--- src/rtl/exibidor_jogadas_pkg.sv ---
// Shared definitions for the memory-game presenter: FSM encoding, move width
// and the one-hot move constants.
package jogadas_defs;

    typedef enum logic [1:0] {
        IDLE = 2'd0,
        ON   = 2'd1,
        OFF  = 2'd2,
        FIM  = 2'd3
    } estado_t;

    localparam int W_JOGADA = 4;

    localparam logic [W_JOGADA-1:0] JOG_0 = 4'b0001;
    localparam logic [W_JOGADA-1:0] JOG_1 = 4'b0010;
    localparam logic [W_JOGADA-1:0] JOG_2 = 4'b0100;
    localparam logic [W_JOGADA-1:0] JOG_3 = 4'b1000;

    function automatic int max_int(input int a, input int b);
        return (a > b) ? a : b;
    endfunction

endpackage

--- src/rtl/exibidor_jogadas_if.sv ---
// Control, sequence-write and comparator-read bundle of the presenter.
interface exibidor_jogadas_if #(
    parameter int MAX_LEN = 16,
    parameter int W       = 4
);
    localparam int AW = $clog2(MAX_LEN);

    logic          iniciar;
    logic [AW:0]   tamanho;
    logic          wr_en;
    logic [AW-1:0] wr_addr;
    logic [W-1:0]  wr_data;
    logic [AW-1:0] rd_addr;
    logic [W-1:0]  esperada;
    logic [W-1:0]  leds;
    logic          exibindo;
    logic          pronto;

    modport master (
        output iniciar, tamanho, wr_en, wr_addr, wr_data, rd_addr,
        input  esperada, leds, exibindo, pronto
    );

    modport slave (
        input  iniciar, tamanho, wr_en, wr_addr, wr_data, rd_addr,
        output esperada, leds, exibindo, pronto
    );
endinterface

--- src/rtl/exibidor_jogadas_ram.sv ---
// Move-sequence storage: one write port, two registered read ports
// (display and comparator). Reads return the pre-write contents.
module ram_jogadas #(
    parameter int MAX_LEN = 16,
    parameter int W       = 4
) (
    input  logic                       clock,
    input  logic                       reset,
    input  logic                       wr_en_i,
    input  logic [$clog2(MAX_LEN)-1:0] wr_addr_i,
    input  logic [W-1:0]               wr_data_i,
    input  logic [$clog2(MAX_LEN)-1:0] rd0_addr_i,
    output logic [W-1:0]               rd0_data_o,
    input  logic [$clog2(MAX_LEN)-1:0] rd1_addr_i,
    output logic [W-1:0]               rd1_data_o
);
    logic [W-1:0] mem_q [MAX_LEN];
    logic [W-1:0] rd0_q;
    logic [W-1:0] rd1_q;

    // Contents are deliberately not reset.
    always_ff @(posedge clock) begin
        if (wr_en_i) begin
            mem_q[wr_addr_i] <= wr_data_i;
        end
    end

    always_ff @(posedge clock) begin
        if (reset) begin
            rd0_q <= '0;
            rd1_q <= '0;
        end else begin
            rd0_q <= mem_q[rd0_addr_i];
            rd1_q <= mem_q[rd1_addr_i];
        end
    end

    assign rd0_data_o = rd0_q;
    assign rd1_data_o = rd1_q;
endmodule

--- src/rtl/exibidor_jogadas.sv ---
// Memory-game presenter: plays the first n stored moves on the LEDs with fixed
// on/off timing and serves stored moves to the comparator by index.
module exibidor_jogadas
    import jogadas_defs::*;
#(
    parameter int MAX_LEN   = 16,
    parameter int TICKS_ON  = 500,
    parameter int TICKS_OFF = 250,
    parameter int W         = W_JOGADA
) (
    input  logic                clock,
    input  logic                reset,
    exibidor_jogadas_if.slave   bus
);
    localparam int AW   = $clog2(MAX_LEN);
    localparam int TMAX = max_int(TICKS_ON, TICKS_OFF);
    localparam int TW   = (TMAX > 1) ? $clog2(TMAX) : 1;

    localparam logic [TW-1:0] ON_LAST  = TW'(TICKS_ON - 1);
    localparam logic [TW-1:0] OFF_LAST = TW'(TICKS_OFF - 1);
    localparam logic [AW:0]   MAX_N    = (AW+1)'(MAX_LEN);

    estado_t       state_q;
    logic [TW-1:0] tick_q;
    logic [AW-1:0] idx_q, idx_d;
    logic [AW:0]   n_q;
    logic [W-1:0]  leds_q;
    logic          exibindo_q;
    logic          pronto_q;
    logic [W-1:0]  disp_data;
    logic          last_move;

    assign last_move = ({1'b0, idx_q} == (n_q - 1'b1));

    // The display port is addressed with the next index so the move is
    // already sitting in the read register when the ON window opens.
    always_comb begin
        idx_d = idx_q;
        if (state_q == IDLE && bus.iniciar) begin
            idx_d = '0;
        end else if (state_q == OFF && tick_q == OFF_LAST && !last_move) begin
            idx_d = idx_q + 1'b1;
        end
    end

    ram_jogadas #(
        .MAX_LEN (MAX_LEN),
        .W       (W)
    ) u_ram (
        .clock      (clock),
        .reset      (reset),
        .wr_en_i    (bus.wr_en),
        .wr_addr_i  (bus.wr_addr),
        .wr_data_i  (bus.wr_data),
        .rd0_addr_i (idx_d),
        .rd0_data_o (disp_data),
        .rd1_addr_i (bus.rd_addr),
        .rd1_data_o (bus.esperada)
    );

    always_ff @(posedge clock) begin
        if (reset) begin
            state_q    <= IDLE;
            tick_q     <= '0;
            idx_q      <= '0;
            n_q        <= '0;
            leds_q     <= '0;
            exibindo_q <= 1'b0;
            pronto_q   <= 1'b0;
        end else begin
            idx_q    <= idx_d;
            pronto_q <= 1'b0;
            case (state_q)
                IDLE: begin
                    leds_q     <= '0;
                    exibindo_q <= 1'b0;
                    tick_q     <= '0;
                    if (bus.iniciar) begin
                        n_q     <= (bus.tamanho > MAX_N) ? MAX_N : bus.tamanho;
                        state_q <= (bus.tamanho == '0) ? FIM : ON;
                    end
                end
                ON: begin
                    exibindo_q <= 1'b1;
                    if (tick_q == '0) begin
                        leds_q <= disp_data;
                    end
                    if (tick_q == ON_LAST) begin
                        tick_q  <= '0;
                        state_q <= OFF;
                    end else begin
                        tick_q <= tick_q + 1'b1;
                    end
                end
                OFF: begin
                    exibindo_q <= 1'b1;
                    leds_q     <= '0;
                    if (tick_q == OFF_LAST) begin
                        tick_q  <= '0;
                        state_q <= last_move ? FIM : ON;
                    end else begin
                        tick_q <= tick_q + 1'b1;
                    end
                end
                FIM: begin
                    leds_q     <= '0;
                    exibindo_q <= 1'b0;
                    pronto_q   <= 1'b1;
                    state_q    <= IDLE;
                end
                default: begin
                    leds_q     <= '0;
                    exibindo_q <= 1'b0;
                    tick_q     <= '0;
                    state_q    <= IDLE;
                end
            endcase
        end
    end

    assign bus.leds     = leds_q;
    assign bus.exibindo = exibindo_q;
    assign bus.pronto   = pronto_q;
endmodule

--- src/flat_wrapper.sv ---
// flat-port wrapper written by rule: the top's interface ports become plain ports
module exibidor_jogadas_flat import jogadas_defs::*;
#(
    parameter int MAX_LEN   = 16,
    parameter int TICKS_ON  = 500,
    parameter int TICKS_OFF = 250,
    parameter int W         = W_JOGADA
)
  (clock, reset, bus_iniciar, bus_tamanho, bus_wr_en, bus_wr_addr, bus_wr_data, bus_rd_addr, bus_esperada, bus_leds, bus_exibindo, bus_pronto);
  exibidor_jogadas_if #(.MAX_LEN(MAX_LEN), .W(W)) bus_i ();
  input  logic clock;
  input  logic reset;
  input wire logic [$bits(bus_i.iniciar)-1:0] bus_iniciar;
  input wire logic [$bits(bus_i.tamanho)-1:0] bus_tamanho;
  input wire logic [$bits(bus_i.wr_en)-1:0] bus_wr_en;
  input wire logic [$bits(bus_i.wr_addr)-1:0] bus_wr_addr;
  input wire logic [$bits(bus_i.wr_data)-1:0] bus_wr_data;
  input wire logic [$bits(bus_i.rd_addr)-1:0] bus_rd_addr;
  output wire logic [$bits(bus_i.esperada)-1:0] bus_esperada;
  output wire logic [$bits(bus_i.leds)-1:0] bus_leds;
  output wire logic [$bits(bus_i.exibindo)-1:0] bus_exibindo;
  output wire logic [$bits(bus_i.pronto)-1:0] bus_pronto;
  assign bus_i.iniciar = bus_iniciar;
  assign bus_i.tamanho = bus_tamanho;
  assign bus_i.wr_en = bus_wr_en;
  assign bus_i.wr_addr = bus_wr_addr;
  assign bus_i.wr_data = bus_wr_data;
  assign bus_i.rd_addr = bus_rd_addr;
  assign bus_esperada = bus_i.esperada;
  assign bus_leds = bus_i.leds;
  assign bus_exibindo = bus_i.exibindo;
  assign bus_pronto = bus_i.pronto;
  exibidor_jogadas #(.MAX_LEN(MAX_LEN), .TICKS_ON(TICKS_ON), .TICKS_OFF(TICKS_OFF), .W(W)) u_core (.clock(clock), .reset(reset), .bus(bus_i));
endmodule
--- config.mk ---
export PLATFORM = sky130hd
export DESIGN_NAME = exibidor_jogadas_flat
export DESIGN_NICKNAME = d
export VERILOG_FILES = /design/src/rtl/exibidor_jogadas_pkg.sv /design/src/rtl/exibidor_jogadas_if.sv /design/src/rtl/exibidor_jogadas_ram.sv /design/src/rtl/exibidor_jogadas.sv /design/src/flat_wrapper.sv
export SDC_FILE = /design/constraint.sdc
export NUM_CORES = 1
export LEC_CHECK = 0
export CORE_ASPECT_RATIO = 0.7
export CORE_MARGIN = 2
export CORE_UTILIZATION = 50
export DETAILED_ROUTE_END_ITERATION = 8
export GPL_ROUTABILITY_DRIVEN = 0
export GPL_TIMING_DRIVEN = 0
export PLACE_DENSITY_LB_ADDON = 0.08
export SYNTH_ARGS = -nofsm -noshare
export SYNTH_HDL_FRONTEND = slang
export SYNTH_HIERARCHICAL = 1
export SYNTH_SLANG_ARGS = --single-unit
--- constraint.sdc ---
create_clock -name clock -period 4.2 [get_ports clock]
set_input_delay 0.42 -clock clock [delete_from_list [all_inputs] [get_ports clock]]
set_output_delay 0.42 -clock clock [all_outputs]
set_load 0.03 [all_outputs]
==> qor.yml, run 1 <==
synthesis:
  synth_edf_count: 64
  synthesis.area_um2: 4860
  ys_ff_latch: 98
  synth_ff_type: "edfxtp_1"
  syn_avg_cell_area_um2: 13.1
  synth_most_common_cell: "edfxtp_1"
  synthDistinctLibCells: 51
  async_flop_share_pct: 0
  synth_fp_nets: 405
  synthTopCellsByArea: "edfxtp_1 (40%), dfxtp_1 (14%), mux4_2 (7.0%)"
  yosysTopAreaCell: "edfxtp_1"
  seq_area_frac_synth_pct: 53.6
  synthCells: 372
  netlist.area_leader.share_pct: 39.6
  synthTopCellsByCount: "edfxtp_1 (64), dfxtp_1 (34), nand2_1 (31)"
  yosysWarnings: 6
clocking:
  clock_path_buffers: 2
  postCtsHoldBufs: 0
  post_cts_resized: 0
  cts_tree: "yes"
  htreeDepth: 3
  cts.sinks: 98
  cts_setup_buffers: 0
  clk_pin_slew_ns: 0.06
  numCtsBuffers: 9
  cts_root_buffer: "clkbuf_16"
  insertion_delay_ns: 0.34
die:
  fp.coreArea_um2: 9570
  die_area_um2: 10500
  placement_rows: 30
  die_h_um: 86.5
  start_util_pct: 50.7
  ios: 31
  die_w_um: 122
timing:
  setup_viol: 0
  clock_skew_ns: 0.00668
  slew_viol_final: 0
  tightestPinTransition_ns: 0.819
  min_period_ns: 3.80
  max-slew-margin-rel_pct: 44.9
  finalHoldViolations: 0
  whs_ns: 0.395
  rsz0062_at_grt: "false"
  max_freq_mhz: 263
  period_share_pct: 90.5
  fin_ws_ns: 0.397
  setup_tns_ns: 0
worst_setup_path:
  reg2reg_from: "u_core/tick_q[4]$_SDFFE_PP0P_"
  path_class: "reg -> reg"
  cp_slowest_stage_delay_ns: 0.72
  crit_end: "u_core/u_ram/rd0_data_o[2]$_SDFF_PP0_"
  end_kind: "register"
  cp.required_ns: 4.37
  cp_slowest_cell: "nor4_1"
  worstReg2RegEnd: "u_core/u_ram/rd0_data_o[2]$_SDFF_PP0_"
  ff2ff_path_depth: 9
  crit_fanout: 10
  crit_chain: "nand4_1, nor4_1, nand3_1, or4_2, nand2_1, buf_1, mux4_2, a22oi_1, o211ai_1"
  r2r_slack_ns: 0.40
  arrival_ns: 3.98
  start_kind: "register"
  worstSetupStartpoint: "u_core/tick_q[4]$_SDFFE_PP0P_"
power_and_ir_drop:
  switching_power_uw: 583
  peakVddDrop_mv: 0.248
  pwr-share-seq_pct: 46.2
  cell_internal_pwr_uw: 1800
  leakagePower_uw: 0.00182
  p_clk_share_pct: 38.5
  powerDensity_nw_per_um2: 423
  swShare_pct: 24.5
  p_comb_share_pct: 15.3
place:
  post-place-ws_ns: 0.473
  numPortBuffers: 28
  dp_hpwl_um: 7790
  placed_cells: 528
global_route:
  grt_pass1_wl_um: 17000
  grt_use_total_pct: 22.1
  grt_max_degree: 17
  grt-ovfl-total: 0
  first_global_vias: 3054
  antenna_found_initial: 0
routing:
  top_layer: "met4"
  vias_per_cell: 6.00
  dr.pass1.iters: 5
  wl_per_cell_um: 20.0
  vias: 3262
  wl_met1_um: 5320
  wl_um: 10900
  drt_iter0_drc: 225
  met3WireLength_um: 901
  ant_nets: 0
  route.met2.wl_um: 4560
  drc: 0
finish:
  drive_above_1_share_pct: 11.5
  num_antenna_cells: 0
  nets: 444
  finalNonFillerCells: 544
  syn_to_final_growth_pct: 16.0
  nFillCells: 756
hold_path:
  hold_path_class: "in -> reg"
run:
  max-cap-violations: 0
status:
  status: "finished, final reports clean"
## placed cells by master, fill, tap and decap left out, types with 3 or more instances in the layout
cell,count
clkdlybuf4s50_1,28
o21ai_0,5
a211oi_1,5
nand3_1,16
nor2b_1,8
o31ai_1,3
a22oi_1,5
edfxtp_1,64
dfxtp_1,34
buf_4,3
nand2_1,31
nor3_1,7
mux2i_1,18
and2_1,3
buf_6,3
clkbuf_16,9
xnor2_1,8
nand4_1,4
bufinv_16,3
mux4_1,10
nor2_1,25
a21oi_1,16
ha_1,12
o211ai_1,15
clkbuf_1,9
nand3b_1,8
nand2b_1,5
or4_2,4
inv_1,8
mux4_2,15
## power by group through the flow
stage	Clock [µW]	Sequential (µW)	Combinational [µW]
floorplan	0	1140	223
global placement	0	1120	359
detailed placement	0	1120	361
CTS	940	1100	364
global route	974	1100	400
finish	915	1100	365
## worst max-delay path, delay by kind of cell, from the launching register on
| family | cells | cell delay (ns) |
|---|---|---|
| AOI/OAI and AO/OA | 2 | 0.32 |
| DFF | 1 | 0.41 |
| buffers and inverters | 1 | 0.57 |
| and+or+nand+nor | 5 | 1.92 |
| muxes | 1 | 0.40 |
## per-stage QoR
stage               cell area (µm²)  utilization, %  total power [µW]
floorplan                      4860               -              1360
global placement               5300            55.3              1480
detailed placement             5300            55.3              1480
CTS                            5630            58.8              2400
global route                   5630            58.8              2480
finish                         5630            58.8              2380
## layer usage
metal / GRT usage, % / vias up
met1: 33.9 / 1598
met4: 5.43 / 0
met5: 0 / -
li1: - / 1534
met3: 6.05 / 11
met2: 31.0 / 119
## cells by family after synthesis
kind of cell | count (synthesis) | synth area share [%]
compound gates | 64 | 9.69
simple gates | 120 | 12.8
buf+inv | 25 | 2.99
flops | 98 | 53.6
mux | 43 | 16.1
fa+ha+maj | 12 | 3.09
xor+xnor | 10 | 1.80
## how the worst min path moves through the flow
stage,start,endpoint,slack (ns),cells after the start
finish,bus_rd_addr[3],u_core/u_ram/rd1_data_o[2]$_SDFF_PP0_,0.40,2
detailed placement,u_core/n_q[4]$_SDFFE_PP0P_,u_core/n_q[4]$_SDFFE_PP0P_,0.48,2
global placement,u_core/n_q[1]$_SDFFE_PP0P_,u_core/n_q[1]$_SDFFE_PP0P_,0.47,2
global route,bus_rd_addr[3],u_core/u_ram/rd1_data_o[2]$_SDFF_PP0_,0.42,2
floorplan,u_core/n_q[1]$_SDFFE_PP0P_,u_core/n_q[1]$_SDFFE_PP0P_,0.45,2
CTS,bus_rd_addr[3],u_core/u_ram/rd1_data_o[2]$_SDFF_PP0_,0.38,2
## flip-flops by register name, summed over array words and instances (netlist names)
register	count
u_core/u_ram/mem_q	64
u_core/bus.pronto	1
u_core/n_q	5
u_core/state_q	2
u_core/idx_q	4
u_core/tick_q	9
u_core/u_ram/rd0_data_o	4
u_core/bus.leds	4
u_core/bus.exibindo	1
u_core/u_ram/rd1_data_o	4
## final cells by class
class	instances	area, µm²	share of cell area [%]
clock buffer	10	229	4.07
inverter	8	30.0	0.533
timing repair buffer	28	280	4.98
sequential	98	2600	46.2
buffer	17	115	2.04
tap	128	160	2.84
multi-input combinational	249	2110	37.4
clock inverter	6	106	1.89
Note: power is estimated with default switching activity, not from simulation.
==> inputs of run 2 (changes only) <==
- CORE_MARGIN: 2 -> 5
==> qor.yml, run 2 (synthesis gave the netlist of run 1 again) <==
status:
  status: "finished, final reports clean"
routing:
  vias: 3186
  drt_iter0_drc: 352
  vias_per_cell: 5.86
  wl_um: 10900
  wl_per_cell_um: 20.0
  ant_nets: 0
  drc: 0
  dr.pass1.iters: 4
run:
  max-cap-violations: 0
timing:
  max_freq_mhz: 262
  finalHoldViolations: 0
  max-slew-margin-rel_pct: 38.2
  rsz0062_at_grt: "false"
  tightestPinTransition_ns: 0.920
  slew_viol_final: 0
  setup_viol: 0
  setup_tns_ns: 0
  min_period_ns: 3.82
  period_share_pct: 91.0
  fin_ws_ns: 0.377
  clock_skew_ns: 0.00348
place:
  numPortBuffers: 28
  dp_hpwl_um: 8040
  place_area_um2: 5300
  post-place-ws_ns: 0.485
global_route:
  antenna_found_initial: 0
  first_global_vias: 3002
  grt_max_degree: 17
  grt_use_total_pct: 19.0
  grt-ovfl-total: 0
  grt_pass1_wl_um: 16800
worst_setup_path:
  start_kind: "register"
  crit_chain: "nand4_1, nor4_1, nand3_1, or4_2, nand2_1, buf_1, mux4_2, a22oi_1, o211ai_1"
  end_kind: "register"
  cp.required_ns: 4.37
  crit_fanout: 10
  worstReg2RegEnd: "u_core/u_ram/rd0_data_o[2]$_SDFF_PP0_"
  path_class: "reg -> reg"
  reg2reg_from: "u_core/tick_q[5]$_SDFFE_PP0P_"
  worstSetupStartpoint: "u_core/tick_q[5]$_SDFFE_PP0P_"
  cp_slowest_stage_delay_ns: 0.70
  crit_end: "u_core/u_ram/rd0_data_o[2]$_SDFF_PP0_"
  arrival_ns: 3.99
  r2r_slack_ns: 0.38
  ff2ff_path_depth: 9
  cp_slowest_cell: "nor4_1"
clocking:
  cts_tree: "yes"
  cts_setup_buffers: 0
  postCtsHoldBufs: 0
  cts.sinks: 98
  cts_root_buffer: "clkbuf_16"
  post_cts_resized: 0
  insertion_delay_ns: 0.34
  htreeDepth: 3
  clock_path_buffers: 2
  clk_pin_slew_ns: 0.06
  numCtsBuffers: 9
die:
  die_h_um: 92.5
  start_util_pct: 50.7
  die_area_um2: 11800
  ios: 31
  fp.coreArea_um2: 9570
  placement_rows: 30
  die_w_um: 128
power_and_ir_drop:
  powerDensity_nw_per_um2: 420
  power_uw: 2370
  peakVddDrop_mv: 0.285
  leakagePower_uw: 0.00184
finish:
  post-route-util_pct: 58.9
  top_register: "u_core/u_ram/mem_q"
  layout_commonest_cell: "edfxtp_1"
  mostFrequentLayoutCells: "edfxtp_1 (64), dfxtp_1 (34), nand2_1 (31)"
  drive_above_1_share_pct: 12.0
  syn_to_final_growth_pct: 16.1
  nets: 444
  post-route-cell-area_um2: 5640
  largestRegisters: "u_core/u_ram/mem_q x64, u_core/tick_q x9, u_core/n_q x5"
  num_antenna_cells: 0
  largest_reg_flops: 64
hold_path:
  hold_path_class: "in -> reg"
[run 2: report_power, final]
part	leakage, µW	internal, µW	total, µW	switching (µW)
logic	0.000809	149	362	213
clock network	0.000172	564	907	342
registers	0.000855	1070	1100	32.1
total	0.00184	1780	2370	587
[run 2: per-stage QoR]
step	hold slack, ns	std cells
finish	0.390	544
global route	0.385	544
CTS	0.378	544
detailed placement	0.480	528
global placement	0.467	528
floorplan	0.445	372
[run 2: routing by layer]
metal | part of all wire (%) | vias up | track usage (%)
met5 | 0 | - | 0
met4 | 0.98 | 0 | 4.06
met3 | 6.1 | 8 | 4.84
met2 | 42 | 85 | 25.6
met1 | 51 | 1559 | 30.6
li1 | - | 1534 | -
[run 2: how the worst min path moves through the flow]
| stage | slack [ns] | to | from | cells after the start |
|---|---|---|---|---|
| global placement | 0.47 | u_core/n_q[1]$_SDFFE_PP0P_ | u_core/n_q[1]$_SDFFE_PP0P_ | 2 |
| global route | 0.39 | u_core/u_ram/rd1_data_o[2]$_SDFF_PP0_ | bus_rd_addr[3] | 2 |
| finish | 0.39 | u_core/u_ram/rd1_data_o[2]$_SDFF_PP0_ | bus_rd_addr[3] | 2 |
| floorplan | 0.45 | u_core/n_q[1]$_SDFFE_PP0P_ | u_core/n_q[1]$_SDFFE_PP0P_ | 2 |
| detailed placement | 0.48 | u_core/bus.leds[0]$_SDFFE_PP0P_ | u_core/u_ram/rd0_data_o[0]$_SDFF_PP0_ | 2 |
| CTS | 0.38 | u_core/u_ram/rd1_data_o[2]$_SDFF_PP0_ | bus_rd_addr[3] | 2 |
[run 2: critical path: cells and delay by family, from the launching register on]
family          cells  cell delay [ns]
compound gates      2             0.35
simple gates        5             1.90
buf+inv             1             0.57
flops               1             0.41
mux                 1             0.41
[run 2: layout make-up]
| cell class | count | area [µm²] |
|---|---|---|
| plain buffers | 17 | 115 |
| clock buffers | 13 | 303 |
| clock inverters | 3 | 40.0 |
| fillers | 775 | 3930 |
| inverters | 8 | 30.0 |
| multi-input cells | 249 | 2110 |
| flip-flops and latches | 98 | 2600 |
| well taps | 128 | 160 |
| repair buffers | 28 | 280 |
